### config.mk
export PLATFORM = sky130hd
export DESIGN_NAME = march_controller_flat
export DESIGN_NICKNAME = d
export VERILOG_FILES = /design/src/rtl/bist_pkg.sv /design/src/rtl/march_controller_if.sv /design/src/rtl/march_controller_rom.sv /design/src/rtl/march_controller.sv /design/src/flat_wrapper.sv
export SDC_FILE = /design/constraint.sdc
export NUM_CORES = 1
export LEC_CHECK = 0
export CORE_MARGIN = 2
export CORE_UTILIZATION = 34
export CTS_CLUSTER_SIZE = 14
export DETAILED_ROUTE_END_ITERATION = 10
export GPL_TIMING_DRIVEN = 0
export HOLD_SLACK_MARGIN = 0.1
export PLACE_DENSITY = 0.83
export SLEW_MARGIN = 20
export SYNTH_ARGS = -nofsm -noshare
export SYNTH_HDL_FRONTEND = slang
export SYNTH_HIERARCHICAL = 1
export SYNTH_SLANG_ARGS = --single-unit
### constraint.sdc
create_clock -name clk -period 2.1 [get_ports clk]
set_input_delay 0.42 -clock clk [delete_from_list [all_inputs] [get_ports clk]]
set_output_delay 0.42 -clock clk [all_outputs]
set_load 0.05 [all_outputs]
### src/rtl/bist_pkg.sv
// Shared BIST types: controller state encoding and the March C- element
// descriptor table consumed by march_rom.
package bist_pkg;

  typedef enum logic [2:0] {
    S_IDLE, S_SETUP, S_OP_R, S_OP_C, S_OP_W, S_NEXT, S_DONE
  } state_t;

  localparam int NUM_ELEMS = 6;
  localparam int ELEM_W    = 3;

  typedef struct packed {
    logic up;      // 1 = ascending address order
    logic has_rd;
    logic rd_pat;  // expected data bit, replicated across the word
    logic has_wr;
    logic wr_pat;
  } elem_desc_t;

  localparam elem_desc_t E0_DESC = '{up: 1'b1, has_rd: 1'b0, rd_pat: 1'b0, has_wr: 1'b1, wr_pat: 1'b0};
  localparam elem_desc_t E1_DESC = '{up: 1'b1, has_rd: 1'b1, rd_pat: 1'b0, has_wr: 1'b1, wr_pat: 1'b1};
  localparam elem_desc_t E2_DESC = '{up: 1'b1, has_rd: 1'b1, rd_pat: 1'b1, has_wr: 1'b1, wr_pat: 1'b0};
  localparam elem_desc_t E3_DESC = '{up: 1'b0, has_rd: 1'b1, rd_pat: 1'b0, has_wr: 1'b1, wr_pat: 1'b1};
  localparam elem_desc_t E4_DESC = '{up: 1'b0, has_rd: 1'b1, rd_pat: 1'b1, has_wr: 1'b1, wr_pat: 1'b0};
  localparam elem_desc_t E5_DESC = '{up: 1'b1, has_rd: 1'b1, rd_pat: 1'b0, has_wr: 1'b0, wr_pat: 1'b0};

endpackage

### src/rtl/march_controller_if.sv
// Address-generator control and memory port bundle between the March
// sequencer (master) and the generator/memory side (slave).
interface march_if #(
  parameter int ADDR_W = 8,
  parameter int DATA_W = 8
);
  logic              ag_preset;
  logic              ag_en;
  logic              ag_up_down;
  logic              ag_carry;
  logic [ADDR_W-1:0] ag_address;
  logic              mem_re;
  logic              mem_we;
  logic [DATA_W-1:0] mem_wdata;
  logic [DATA_W-1:0] mem_rdata;

  modport master (
    output ag_preset, ag_en, ag_up_down, mem_re, mem_we, mem_wdata,
    input  ag_carry, ag_address, mem_rdata
  );

  modport slave (
    input  ag_preset, ag_en, ag_up_down, mem_re, mem_we, mem_wdata,
    output ag_carry, ag_address, mem_rdata
  );
endinterface

### src/rtl/march_controller_rom.sv
// Combinational decode of the element index into its March C- descriptor.
module march_rom
  import bist_pkg::*;
(
  input  logic [ELEM_W-1:0] idx_i,
  output elem_desc_t        desc_o
);
  always_comb begin
    desc_o = '0;
    case (idx_i)
      3'd0: desc_o = E0_DESC;
      3'd1: desc_o = E1_DESC;
      3'd2: desc_o = E2_DESC;
      3'd3: desc_o = E3_DESC;
      3'd4: desc_o = E4_DESC;
      3'd5: desc_o = E5_DESC;
      default: desc_o = '0;
    endcase
  end
endmodule

### src/rtl/march_controller.sv
// March C- BIST sequencer. Define MARCH_FAIL_CAPTURE_EN to latch the address
// and read data of the first mismatch into fail_addr/fail_data.
module march_controller
  import bist_pkg::*;
#(
  parameter int ADDR_W = 8,
  parameter int DATA_W = 8
) (
  input  logic              clk,
  input  logic              reset,
  input  logic              start,
  march_if.master           bus,
  output logic              busy,
  output logic              done,
  output logic              fail,
  output logic [ADDR_W-1:0] fail_addr,
  output logic [DATA_W-1:0] fail_data
);

  state_t            state_q, state_d;
  logic [ELEM_W-1:0] elem_q, elem_d;
  logic              fail_q, fail_d;
  logic              mismatch, run_clr;
  elem_desc_t        desc;

  march_rom u_rom (.idx_i(elem_q), .desc_o(desc));

  always_ff @(posedge clk) begin
    if (reset) begin
      state_q <= S_IDLE;
      elem_q  <= '0;
      fail_q  <= 1'b0;
    end else begin
      state_q <= state_d;
      elem_q  <= elem_d;
      fail_q  <= fail_d;
    end
  end

  always_comb begin
    state_d       = state_q;
    elem_d        = elem_q;
    fail_d        = fail_q;
    mismatch      = 1'b0;
    run_clr       = 1'b0;
    bus.ag_preset = 1'b0;
    bus.ag_en     = 1'b0;
    bus.mem_re    = 1'b0;
    bus.mem_we    = 1'b0;
    bus.mem_wdata = '0;
    case (state_q)
      S_IDLE, S_DONE: begin
        if (start) begin
          state_d = S_SETUP;
          elem_d  = '0;
          fail_d  = 1'b0;
          run_clr = 1'b1;
        end
      end
      S_SETUP: begin
        bus.ag_preset = 1'b1;
        state_d       = desc.has_rd ? S_OP_R : S_OP_W;
      end
      S_OP_R: begin
        bus.mem_re = 1'b1;
        state_d    = S_OP_C;
      end
      S_OP_C: begin
        if (bus.mem_rdata != {DATA_W{desc.rd_pat}}) begin
          mismatch = 1'b1;
          fail_d   = 1'b1;
        end
        state_d = desc.has_wr ? S_OP_W : S_NEXT;
      end
      S_OP_W: begin
        bus.mem_we    = 1'b1;
        bus.mem_wdata = {DATA_W{desc.wr_pat}};
        state_d       = S_NEXT;
      end
      S_NEXT: begin
        bus.ag_en = 1'b1;
        // carry flags the terminal address, which has just been fully processed
        if (bus.ag_carry) begin
          if (elem_q == ELEM_W'(NUM_ELEMS - 1)) begin
            state_d = S_DONE;
          end else begin
            state_d = S_SETUP;
            elem_d  = elem_q + 3'd1;
          end
        end else begin
          state_d = desc.has_rd ? S_OP_R : S_OP_W;
        end
      end
      default: state_d = S_IDLE;
    endcase
  end

  assign busy           = (state_q != S_IDLE) && (state_q != S_DONE);
  assign done           = (state_q == S_DONE);
  assign fail           = fail_q;
  assign bus.ag_up_down = busy ? desc.up : 1'b0;

`ifdef MARCH_FAIL_CAPTURE_EN
  logic [ADDR_W-1:0] fail_addr_q, fail_addr_d;
  logic [DATA_W-1:0] fail_data_q, fail_data_d;

  always_comb begin
    fail_addr_d = fail_addr_q;
    fail_data_d = fail_data_q;
    if (run_clr) begin
      fail_addr_d = '0;
      fail_data_d = '0;
    end else if (mismatch && !fail_q) begin
      fail_addr_d = bus.ag_address;
      fail_data_d = bus.mem_rdata;
    end
  end

  always_ff @(posedge clk) begin
    if (reset) begin
      fail_addr_q <= '0;
      fail_data_q <= '0;
    end else begin
      fail_addr_q <= fail_addr_d;
      fail_data_q <= fail_data_d;
    end
  end

  assign fail_addr = fail_addr_q;
  assign fail_data = fail_data_q;
`else
  assign fail_addr = '0;
  assign fail_data = '0;
`endif

endmodule

### src/flat_wrapper.sv
// flat-port wrapper written by rule: the top's interface ports become plain ports
module march_controller_flat import bist_pkg::*;
#(
  parameter int ADDR_W = 8,
  parameter int DATA_W = 8
)
  (clk, reset, start, busy, done, fail, fail_addr, fail_data, bus_ag_preset, bus_ag_en, bus_ag_up_down, bus_mem_re, bus_mem_we, bus_mem_wdata, bus_ag_carry, bus_ag_address, bus_mem_rdata);
  march_if #(.ADDR_W(ADDR_W), .DATA_W(DATA_W)) bus_i ();
  input  logic clk;
  input  logic reset;
  input  logic start;
  output logic busy;
  output logic done;
  output logic fail;
  output logic [ADDR_W-1:0] fail_addr;
  output logic [DATA_W-1:0] fail_data;
  output wire logic [$bits(bus_i.ag_preset)-1:0] bus_ag_preset;
  output wire logic [$bits(bus_i.ag_en)-1:0] bus_ag_en;
  output wire logic [$bits(bus_i.ag_up_down)-1:0] bus_ag_up_down;
  output wire logic [$bits(bus_i.mem_re)-1:0] bus_mem_re;
  output wire logic [$bits(bus_i.mem_we)-1:0] bus_mem_we;
  output wire logic [$bits(bus_i.mem_wdata)-1:0] bus_mem_wdata;
  input wire logic [$bits(bus_i.ag_carry)-1:0] bus_ag_carry;
  input wire logic [$bits(bus_i.ag_address)-1:0] bus_ag_address;
  input wire logic [$bits(bus_i.mem_rdata)-1:0] bus_mem_rdata;
  assign bus_ag_preset = bus_i.ag_preset;
  assign bus_ag_en = bus_i.ag_en;
  assign bus_ag_up_down = bus_i.ag_up_down;
  assign bus_mem_re = bus_i.mem_re;
  assign bus_mem_we = bus_i.mem_we;
  assign bus_mem_wdata = bus_i.mem_wdata;
  assign bus_i.ag_carry = bus_ag_carry;
  assign bus_i.ag_address = bus_ag_address;
  assign bus_i.mem_rdata = bus_mem_rdata;
  march_controller #(.ADDR_W(ADDR_W), .DATA_W(DATA_W)) u_core (.clk(clk), .reset(reset), .start(start), .bus(bus_i), .busy(busy), .done(done), .fail(fail), .fail_addr(fail_addr), .fail_data(fail_data));
endmodule
**After elaboration in Yosys (flattened, before gate mapping)**

Index checks and enable logic that the tools add are counted.

- RAM bits: 0
- Output and inout bits: 32
- Memories: 0
- Memory bits (read-only): 0
- Bits in registers: 7
- Logic and storage cells: 50
- Latch bits: 0

- Bitwise logic cells: 0
- Divide/modulo/power cells: 0
- Mux-type cells: 20
- $mul: 0
- Shifts and indexed selects: 0
- Equal/unequal tests: 17
- Reductions and logical operators: 9
- Add/subtract/negate cells: 1
- Order comparisons: 0

Operators with widths:

| kind | number |
|---|---|
| one-hot mux 5 bit (6 select lines) | 1 |
| two-way mux 3 bit | 7 |
| one-hot mux 3 bit (6 select lines) | 1 |
| == test 3 bit, second input constant | 5 |
| == test 3 x 2 -> 1 bit, second input constant | 4 |
| two-way mux 1 bit | 8 |
| two-way mux 8 bit | 1 |
| inequality test 8 bit | 1 |
| == test 3 x 1 -> 1 bit, second input constant | 2 |
| zero test 3 bit | 2 |
| inequality test 2 bit, second input constant | 3 |
| one-hot mux 3 bit (2 select lines) | 1 |
| AND reduction 4 bit | 1 |
| nonzero test 2 bit | 2 |
| adder 3 x 1 -> 3 bit, second input constant | 1 |
| inequality test 3 bit, second input constant | 1 |
| AND reduction 3 bit | 1 |
| nonzero test 3 bit | 1 |
| inequality test 2 x 1 -> 1 bit, second input constant | 1 |
| one-hot mux 1 bit (2 select lines) | 1 |
| OR reduction 2 bit | 1 |
| logical AND 1 bit | 1 |

**Depth between registers and ports, before layout**

- Depth after elaboration: 5
- Gate-level depth with buffers: 6

**Hierarchy**

The synthesis kept the hierarchy.

By module, submodules not included:

| module | cells each | times used | seq. area each (µm²) | area an instance (µm²) |
|---|---|---|---|---|
| march_controller | 88 | 1 | 140.1 | 669.4 |
| march_rom | 7 | 1 | 0.0 | 46.3 |

**Worst setup path before layout**

No wires, ideal clock.

- Kind: register -> output
- Start: register u_core.state_q[2]
- End: output port bus_mem_wdata[1]
- Stages on the path, launching flop included: 5
- Buffers on the path: 2
- Required time: 1.680 ns
- Data arrival time: 2.130 ns
- Setup slack: -0.450 ns
- Cell sequence: dfxtp_1 -> clkbuf_1 -> and3_1 -> and2_1 -> buf_4

- Word-level cells in the longest chain between the ends: 2

RTL lines:

| what | line | text |
|---|---|---|
| start: declaration | march_controller.sv:20 | `state_t state_q, state_d;` |
| start signal: assignment | march_controller.sv:34 | `state_q <= state_d;` |
| == test 3 bit | march_controller.sv:51 | `case (state_q)` |
| two-way mux 8 bit | march_controller.sv:51 |  |
| end: declaration | flat_wrapper.sv:22 | `output wire logic [$bits(bus_i.mem_wdata)-1:0] bus_mem_wdata;` |

No other way between the ends.

**Final worst setup path**

- Start: register u_core.state_q[1]
- End: output port bus_ag_up_down

- Word-level cells in the longest chain between the ends: 3

RTL lines:

| what | line | text |
|---|---|---|
| inequality test 3 bit / nonzero test 3 bit (equally long branches) | march_controller.sv:98 | `assign busy = (state_q != S_IDLE) && (state_q != S_DONE);` |
| logical AND 1 bit * | march_controller.sv:98 |  |
| two-way mux 1 bit * | march_controller.sv:101 | `assign bus.ag_up_down = busy ? desc.up : 1'b0;` |
| end: declaration | flat_wrapper.sv:19 | `output wire logic [$bits(bus_i.ag_up_down)-1:0] bus_ag_up_down;` |

Every way passes the cells marked *; elsewhere a longest branch is shown, timed or not.

==> summary by stage <==
Detailed routing
The routed via count divided by cell count is 4.315. The detailed router put a total of 700 um of wire on met1. The initial detailed-routing violation count is 12. Routed signal wires occupy layers up through met4.

The total wire length after detailed routing is 1561 um. The count of unresolved DRC violations after routing is 0. The average wire per standard cell is 9.292 um. The number of iterations in the first detailed-routing pass is 4. The routed via count is 725.

The length of routed met2 wiring is 717 um. In this run the remaining antenna-violating nets after routing total 0. The routed wire length on met3 is 132 um.

Pwr
The worst-case vdd ir drop is 368.3 uV. The total power is 655.7 uW. The static power due to leakage is 0.5516 nW.

Power spread over the standard cell area amounts to 612.9 nW/um^2.

Cells and area
From synthesis to final layout, the design area changed by 49.48%. Counting the fill cells in the layout gives 210. Summing all multi-input logic gate instances after layout gives 430.4 sq um. The area taken by flip-flops and latches is 141.4 sq um. The final instance area is 1070 sq um. The share of cells above drive strength 1 is 33.33%. The count of antenna diodes in the layout is 0.

The number of nets at the end of the flow is 164. The finished layout holds 168 standard cells, fillers aside.

Synthesis
The cell taking the most area after synthesis is buf_4. The top cell type's share of synthesized area is 24.13%. The cell count after synthesis is 95. The mean instance size in the synthesized netlist is 7.534 sq um. After synthesis the cells add up to 715.7 sq um. The count of warnings emitted by yosys is 6.

Ranked by total cell area, the synthesized netlist is headed by buf_4, dfxtp_1, a21oi_1. Counting flops and latches in the post-synthesis netlist gives 7. The distinct cell type count of the synthesized netlist is 32. For this run, the register share of the synthesized area comes to 19.58%.

Hold path
The worst hold path was traced through 2 stages. In this run the most critical hold path is launched from u_core/fail$_SDFFE_PP0P_. The worst hold path terminates at u_core/fail$_SDFFE_PP0P_. The worst hold path class is flop to flop.

Critical path
The number of buffers and inverters on the critical path is 2. The largest single stage delay on the critical path is 0.44 ns. The capture instance of the worst register-to-register path is u_core/elem_q[2]$_SDFFE_PP0P_. The endpoint required time on the critical path is 1.68 ns. STA classifies the critical path startpoint as a flop.

The worst reg2reg path startpoint is u_core/elem_q[1]$_SDFFE_PP0P_. The critical path runs through a total of 5 cells. By startpoint and endpoint, the worst setup path is classified as flop to output pin.

The endpoint arrival time on the critical path is 1.60 ns. The cell count of the worst reg-to-reg path is 6. Along the worst path, the maximum fanout reaches 8. The category of the worst setup path capture point is an output pin. The category of cells accounting for the largest share of critical-path delay is buffers and inverters.

On the critical path, the stage with the largest delay is an instance of clkdlybuf4s15_1. Across all register-to-register paths, the minimum setup slack is 0.40 ns. Traced cell by cell, the critical path runs through buf_6, xnor2_2, nand2_1, and2_1, clkdlybuf4s15_1.

Die
The count of standard-cell rows is 16. The core region is 1982 sq um. The number of ports placed on the die boundary is 52. The starting density of the core is 36.11%. The die span in x is 49.88 um. The vertical die dimension is 49.88 um. The area of the die is 2488 sq um.

STA
The number of pins exceeding their max-slew limit in the final report came to 0. The ratio of final minimum period to clock period is 96.01%. The final setup skew is 0.0004600 ns.

Setup violations remaining at the end of the flow were counted as 0. After routing, the total negative slack on setup checks comes to 0 ns. Setup repair after global routing left no endpoint under its margin. After layout, the minimum clock period comes to 2.016 ns.

The maximum clock rate is 496.0 MHz. The number of endpoints with negative hold slack in the final report is 0. Hold is met by 0.4928 ns.

Placement
In this run the tool buffered the top-level ports with 27 buffer cells. The congestion estimate from routability-driven global placement came to 0.8684. After detailed placement, the design holds a cell count of 164. After detailed placement, the total cell area comes to 1085 sq um. The placed wire-length estimate is 1296 um.

Global routing
The first global-routing pass estimated 2539 um of wire. The number of antenna violations at the first check in global routing is 0. The number of global-route vias before repair is 624. Entering global routing, the biggest net connects 11 pins. Global routing used 12.89% of the available tracks. The total overflow reported by the global router is 0.

Flow run
The max-cap violation count is 0.

Clocking
The number of buffers on the longest clock path is 2. Counting the buffers created by CTS gives 3. After clock tree synthesis, the flow added hold-fix buffers numbering 0. For the worst-skew pair, the clock arrives at the later sink with an insertion delay of 0.24 ns. TritonCTS built the clock tree. In this run the number of H-tree levels came out at 1. The root buffer cell is clkbuf_4. The sink count of the clock tree is 7. Clock-pin slew was measured on the worst setup and hold paths at 0.05 ns.

Run status
The flow ran to the end, and the final reports show no timing, DRC or antenna violations.
## state kept, by name, summed over array words and instances (netlist names)
| register | flops |
|---|---|
| u_core/state_q | 3 |
| u_core/fail | 1 |
| u_core/elem_q | 3 |
## stage by stage
step / utilization (%) / setup WS, ns
after global routing: 53.98 / 0.004514
after floorplan: - / 0.02697
final: 53.98 / 0.08387
after detailed placement: 54.73 / -0.4057
after global placement: 54.73 / -0.3778
after CTS: 53.79 / 0.008008
## cells in the final DEF, fill, tap and decap left out, types with 2 or more instances in the layout
cell	count
a21oi_1	8
a31oi_1	2
buf_2	6
buf_4	24
clkbuf_4	5
clkdlybuf4s50_1	12
conb_1	16
dfxtp_1	6
dlygate4sd2_1	5
ha_1	2
inv_1	5
nand2_1	5
nand3_1	2
nor2_1	7
nor3_1	4
o21ai_0	4
or3_1	3
## final cells by class
| cell class | count | area share, % |
|---|---|---|
| Inverter | 6 | 2.105 |
| Tap cell | 27 | 3.158 |
| Buffer | 25 | 17.89 |
| Timing Repair Buffer | 27 | 20.94 |
| Sequential cell | 7 | 13.22 |
| Multi-Input combinational cell | 72 | 40.23 |
| Clock buffer | 4 | 2.456 |
## what timing repair did
item                                    4_1_cts  5_1_grt
gates resized for setup                      47        7
endpoints found under the setup margin       15       11
pin swaps                                     0        0
buffers inserted                              0        0
## where the power goes
part / switching [mW] / internal [mW]
logic: 0.249 / 0.125
clock network: 0.0432 / 0.0721
registers: 0.0201 / 0.146
total: 0.312 / 0.343
## cell usage after synthesis
cell type,number
nand3b_1,1
nand3b_4,1
a21oi_1,8
buf_4,23
a21boi_1,1
nand4_1,1
clkbuf_1,1
mux2i_1,1
and3_1,2
nor2_1,7
a311oi_1,1
nand3_1,2
nor3_1,5
a31oi_1,2
inv_1,5
xor2_1,1
nor4_1,1
dfxtp_1,7
o21ai_0,4
inv_2,1
a31o_2,1
nand2b_1,1
conb_1,1
buf_6,1
nand2_1,5
ha_1,2
xnor2_1,1
or3_1,3
a32oi_2,1
and2b_2,1
xnor2_2,1
and2_1,2
## cell families after synthesis
logic type	synth area share, %
other	0.5240
XOR/XNOR	4.721
buffers and inverters	29.37
multiplexers	1.399
AND/OR/NAND/NOR	25.00
adder cells (fa/ha/maj)	3.496
AO/OA/AOI/OAI	15.91
flip-flops	19.58
## tightest hold or removal path, delay by kind of cell, from the launching register on
family	cells	cell delay, ns
DFF	1	0.33
and+or+nand+nor	1	0.08
AOI/OAI and AO/OA	1	0.04
## routing by layer
metal	vias up	track usage [%]
met4	0	5.556
met1	303	15.96
met3	2	1.818
met5	-	0
li1	380	-
met2	40	22.00
## how the worst max path moves through the flow
stage / start / to / slack, ns
global route: u_core/state_q[0]$_SDFFE_PP0P_ / bus_mem_wdata[6] / 0.005
finish: u_core/state_q[1]$_SDFFE_PP0P_ / bus_ag_up_down / 0.08
CTS: u_core/state_q[2]$_SDFFE_PP0P_ / bus_mem_wdata[1] / 0.008
global placement: u_core/state_q[2]$_SDFFE_PP0P_ / bus_mem_wdata[6] / -0.38
floorplan: u_core/state_q[2]$_SDFFE_PP0P_ / bus_mem_wdata[1] / 0.03
detailed placement: u_core/state_q[2]$_SDFFE_PP0P_ / bus_mem_wdata[2] / -0.41
Power figures use the tool's default switching activity.
==> RTL change 1, RTL diff (config.mk and constraints unchanged) <==
The 7 states of `state_t` get a one-hot encoding in 7 bits.
--- a/src/rtl/bist_pkg.sv
+++ b/src/rtl/bist_pkg.sv
@@ -4,4 +4,4 @@
 
-  typedef enum logic [2:0] {
-    S_IDLE, S_SETUP, S_OP_R, S_OP_C, S_OP_W, S_NEXT, S_DONE
+  typedef enum logic [6:0] {
+    S_IDLE = 7'b0000001, S_SETUP = 7'b0000010, S_OP_R = 7'b0000100, S_OP_C = 7'b0001000, S_OP_W = 7'b0010000, S_NEXT = 7'b0100000, S_DONE = 7'b1000000
   } state_t;
Function: same outputs for any inputs over 10 cycles, from zero or initial values and one cycle with reset high; not proved beyond that.
==> RTL change 1 against the original RTL <==
  * The run now ends with setup timing left
  * Register-to-register slack worse by 0.17 ns
  * Power decreased by 11%
  * Worst setup slack got worse by 0.26 ns
  * Clock skew increased by 0.0034 ns
  * Routed wire length rose by 46%
  * Final area is 38% higher
  * Area after synthesis grew 38%
  * Sequential cell count grew 4
  * Critical path type unchanged
==> RTL change 1: results (changes against the original RTL) <==
[critical_path]
slowest_delay_ns = 0.54  ; +0.10 ns
crit_family = simple AND/OR/NAND/NOR gates
worstRegToRegCells = 5  ; -1
reg2reg_from = u_core/state_q[6]
r2r_end = u_core/state_q[4]

[finish]
instances_no_fill = 205  ; +22%
clk_share = 0.0186  ; -0.00593
layout.comb_gates.multi_input = 87  ; +21%
bufAreaShareNonClock = 0.347  ; -0.0411
fin_nets = 197  ; +20%

[sta]
fin_ws_ns = -0.180  ; -0.264 ns
fin_hold_ws_ns = 0.487  ; -0.00575 ns
fin_skew_ns = 0.00388  ; +0.00342 ns
setup_viol = 13  ; +13

[placed_design]
postPlaceCellArea_sq_um = 1410  ; +30%
gp_congestion = 0.802  ; -7.7%
place_inst = 194  ; +18%

[power_and_ir_drop]
p_int_uw = 367  ; +6.9%
ir_drop_mv = 0.247  ; -33%
powerSeq_uw = 212  ; +28%
pg_comb_uw = 220  ; -41%
power_leakage_nw = 0.678  ; +23%
power_density_nw_per_um2 = 393  ; -36%

[global_routing]
grt.met2_usage = 0.253  ; +0.0332
globalRouteMet1Util = 0.152  ; -0.00716
first_global_vias = 884  ; +42%
grt_pass1_wl_um = 3650  ; +44%
grt_use_met3 = 0.0268  ; +0.00860

[run_status]
status = complete, but fails checks
violations = setup timing

[route]
wl_met2_um = 1160  ; +62%
route.met3.wl_um = 105  ; -20%
wl_met1_um = 960  ; +37%
drt_first_iter_violations = 21  ; +9

[yosys]
ys_types = 42  ; +31%

[RTL change 1: per-stage QoR]
stage	utilization	TNS, ns	setup slack (ns)
2_1_floorplan	-	-0.0426	-0.0251
3_3_place_gp	0.510	-5.03	-0.550
3_5_place_dp	0.510	-5.45	-0.554
4_1_cts	0.518	-0.627	-0.209
5_1_grt	0.536	-1.78	-0.228
6_report	0.536	-0.890	-0.180
[RTL change 1: worst register-to-register path: stages (launching register included)]
cell	delay, ns
dfxtp_4	0.36
or3_4	0.37
or3_4	0.38
buf_4	0.16
o32a_4	0.32
o32ai_2	0.19
[RTL change 1: logic make-up after synthesis]
family,after synthesis,share of synthesized area
other,1,0.00379
adder cells (fa/ha/maj),2,0.0253
AO/OA/AOI/OAI,19,0.163
multiplexers,2,0.0203
buffers and inverters,38,0.247
XOR/XNOR,3,0.0266
flip-flops,11,0.223
AND/OR/NAND/NOR,45,0.291
==> RTL change 2, RTL diff (config.mk and constraints unchanged) <==
Without the edit above. Change the package constant `ELEM_W` from 3 to 5.
--- a/src/rtl/bist_pkg.sv
+++ b/src/rtl/bist_pkg.sv
@@ -9,3 +9,3 @@
   localparam int NUM_ELEMS = 6;
-  localparam int ELEM_W    = 3;
+  localparam int ELEM_W    = 5;
 
Behaviour: same outputs for any inputs over 10 cycles, from zero or initial values and one cycle with reset high; that may be too few to reach the edited logic, so the function may still have changed.
==> RTL change 2 against the original RTL <==
  * Critical path depth is the same
  * Final area grew 21%
  * Worst setup slack gained 0.0026 ns
  * Cell count grew 17%
  * Power shrank 2.6%
  * Area after synthesis grew 29%
  * Register-to-register slack lost 0.23 ns
  * Hold slack gained 0.013 ns
  * Die area grew 27%
  * Routed wire length grew 39%
  * Sequential cell count grew 2
==> RTL change 2: results (changes against the original RTL) <==
[yosys]
synthTopCellsByArea = dfxtp_1 (19%), buf_4 (19%), nand3_1 (4.9%), a21oi_1 (4.3%), a2111o_1 (3.6%)
yosysSeqAreaShare = 0.195  ; -0.00121
ys_types = 39  ; +22%
synth_compound_gate_area_share = 0.177  ; +0.0179
synth-async-reset-ratio = 0  ; unchanged
synthXorXnorAreaFrac = 0.00946  ; -0.0377
synth.area.mux_share = 0  ; -0.0140
synthAdderAreaFrac = 0.0270  ; -0.00794
synth_top_cells_by_count = buf_4 (23), dfxtp_1 (9), nand3_1 (9), a21oi_1 (8), nand2_1 (6)

[finish]
fillerInstances = 243  ; +16%
drive_gt1_frac = 0.359  ; +0.0259
regMostFlops = u_core/elem_q
area_delta_synth_final_pct = 40.0
fin_nets = 190  ; +16%
antenna_cells = 0  ; unchanged

[critical_path]
cp.arrival_ns = 1.59
crit_family = simple AND/OR/NAND/NOR gates
slowest_stage = dfxtp_1
ff2ff_setup_slack_ns = 0.17  ; -0.23 ns
slowest_delay_ns = 0.34  ; -0.10 ns

[power_and_ir_drop]
ir_drop_mv = 0.437  ; +19%
power_leakage_nw = 0.593  ; +7.5%

[clocking]
cts_buffers = 3  ; unchanged
post_cts_resized = 65  ; +38%
clk_latency_ns = 0.28  ; +0.04 ns
clk_pin_slew_worst_paths_ns = 0.08  ; +0.03 ns
cts_setup_buffers = 0  ; unchanged
clockBufferDepth = 2  ; unchanged

[worst_hold_path]
hold_path.class = flip-flop to flip-flop

[route]
drt_first_iter_violations = 18  ; +6
wire_per_inst_um = 11.0  ; +18%
via_per_inst = 4.81  ; +11%
drt_pre_antenna_iters = 4  ; unchanged
ant_nets = 0  ; unchanged

[global_routing]
grt_pass1_wl_um = 3610  ; +42%
first_global_vias = 839  ; +34%
grt_util_all_layers = 0.143  ; +0.0136
grt_max_degree = 12  ; +1
grt_antenna_before_repair = 0  ; unchanged

[sta]
fin_skew_ns = 0.0153  ; +0.0149 ns
worst_pin_slew_ns = 0.852

[run_status]
status = finished clean

[placed_design]
gp_congestion = 0.773  ; -11%
hpwlAfterDp_um = 1740  ; +34%
postPlaceCellArea_sq_um = 1300  ; +20%
port_buffers = 27  ; unchanged

## RTL change 2: cells by family after synthesis
family          count (synthesis)
other cells                     1
fa+ha+maj                       2
simple gates                   52
buf+inv                        33
xor+xnor                        1
compound gates                 23
flops                           9
## RTL change 2: cell type report
cell class                      instances  area [sq um]  share of cell area
Clock buffer                            3          22.5              0.0174
Timing Repair Buffer                   27           229               0.177
Clock inverter                          1          5.00             0.00386
Multi-Input combinational cell         94           591               0.456
Buffer                                 29           215               0.166
Tap cell                               30          37.5              0.0290
Sequential cell                         9           181               0.140
Inverter                                4          15.0              0.0116
## RTL change 2: metrics by stage
stage	setup WS [ns]	hold slack, ns	std cells
after floorplan	-0.102	0.469	136
after global placement	-0.274	0.477	193
after detailed placement	-0.329	0.481	193
after CTS	0.000319	0.514	197
after global routing	0.00228	0.541	197
final	0.0865	0.506	197
## RTL change 2: worst min-delay path, stage by stage, from the launching register on
cell,delay (ns)
dfxtp_1,0.34
a21oi_1,0.04
nor2_1,0.09
## RTL change 2: metal layers
| layer | vias up | part of all wire | track usage |
|---|---|---|---|
| li1 | 487 | - | - |
| met1 | 411 | 0.40 | 0.159 |
| met2 | 45 | 0.48 | 0.249 |
| met3 | 4 | 0.10 | 0.0419 |
| met4 | 0 | 0.016 | 0.0612 |
| met5 | - | 0 | 0 |
## RTL change 2: where the power goes
| part | internal [mW] | switching, mW |
|---|---|---|
| clock network | 0.0705 | 0.0709 |
| registers | 0.178 | 0.00430 |
| logic | 0.106 | 0.209 |
| total | 0.354 | 0.285 |
## RTL change 2: path summary, 6_finish.rpt
path                    start                to  cells after the start
min reg2reg       u_core/fail       u_core/fail                      2
max reg2reg  u_core/elem_q[1]  u_core/elem_q[4]                      6
min               u_core/fail       u_core/fail                      2
max          u_core/elem_q[4]  bus_mem_wdata[1]                      5
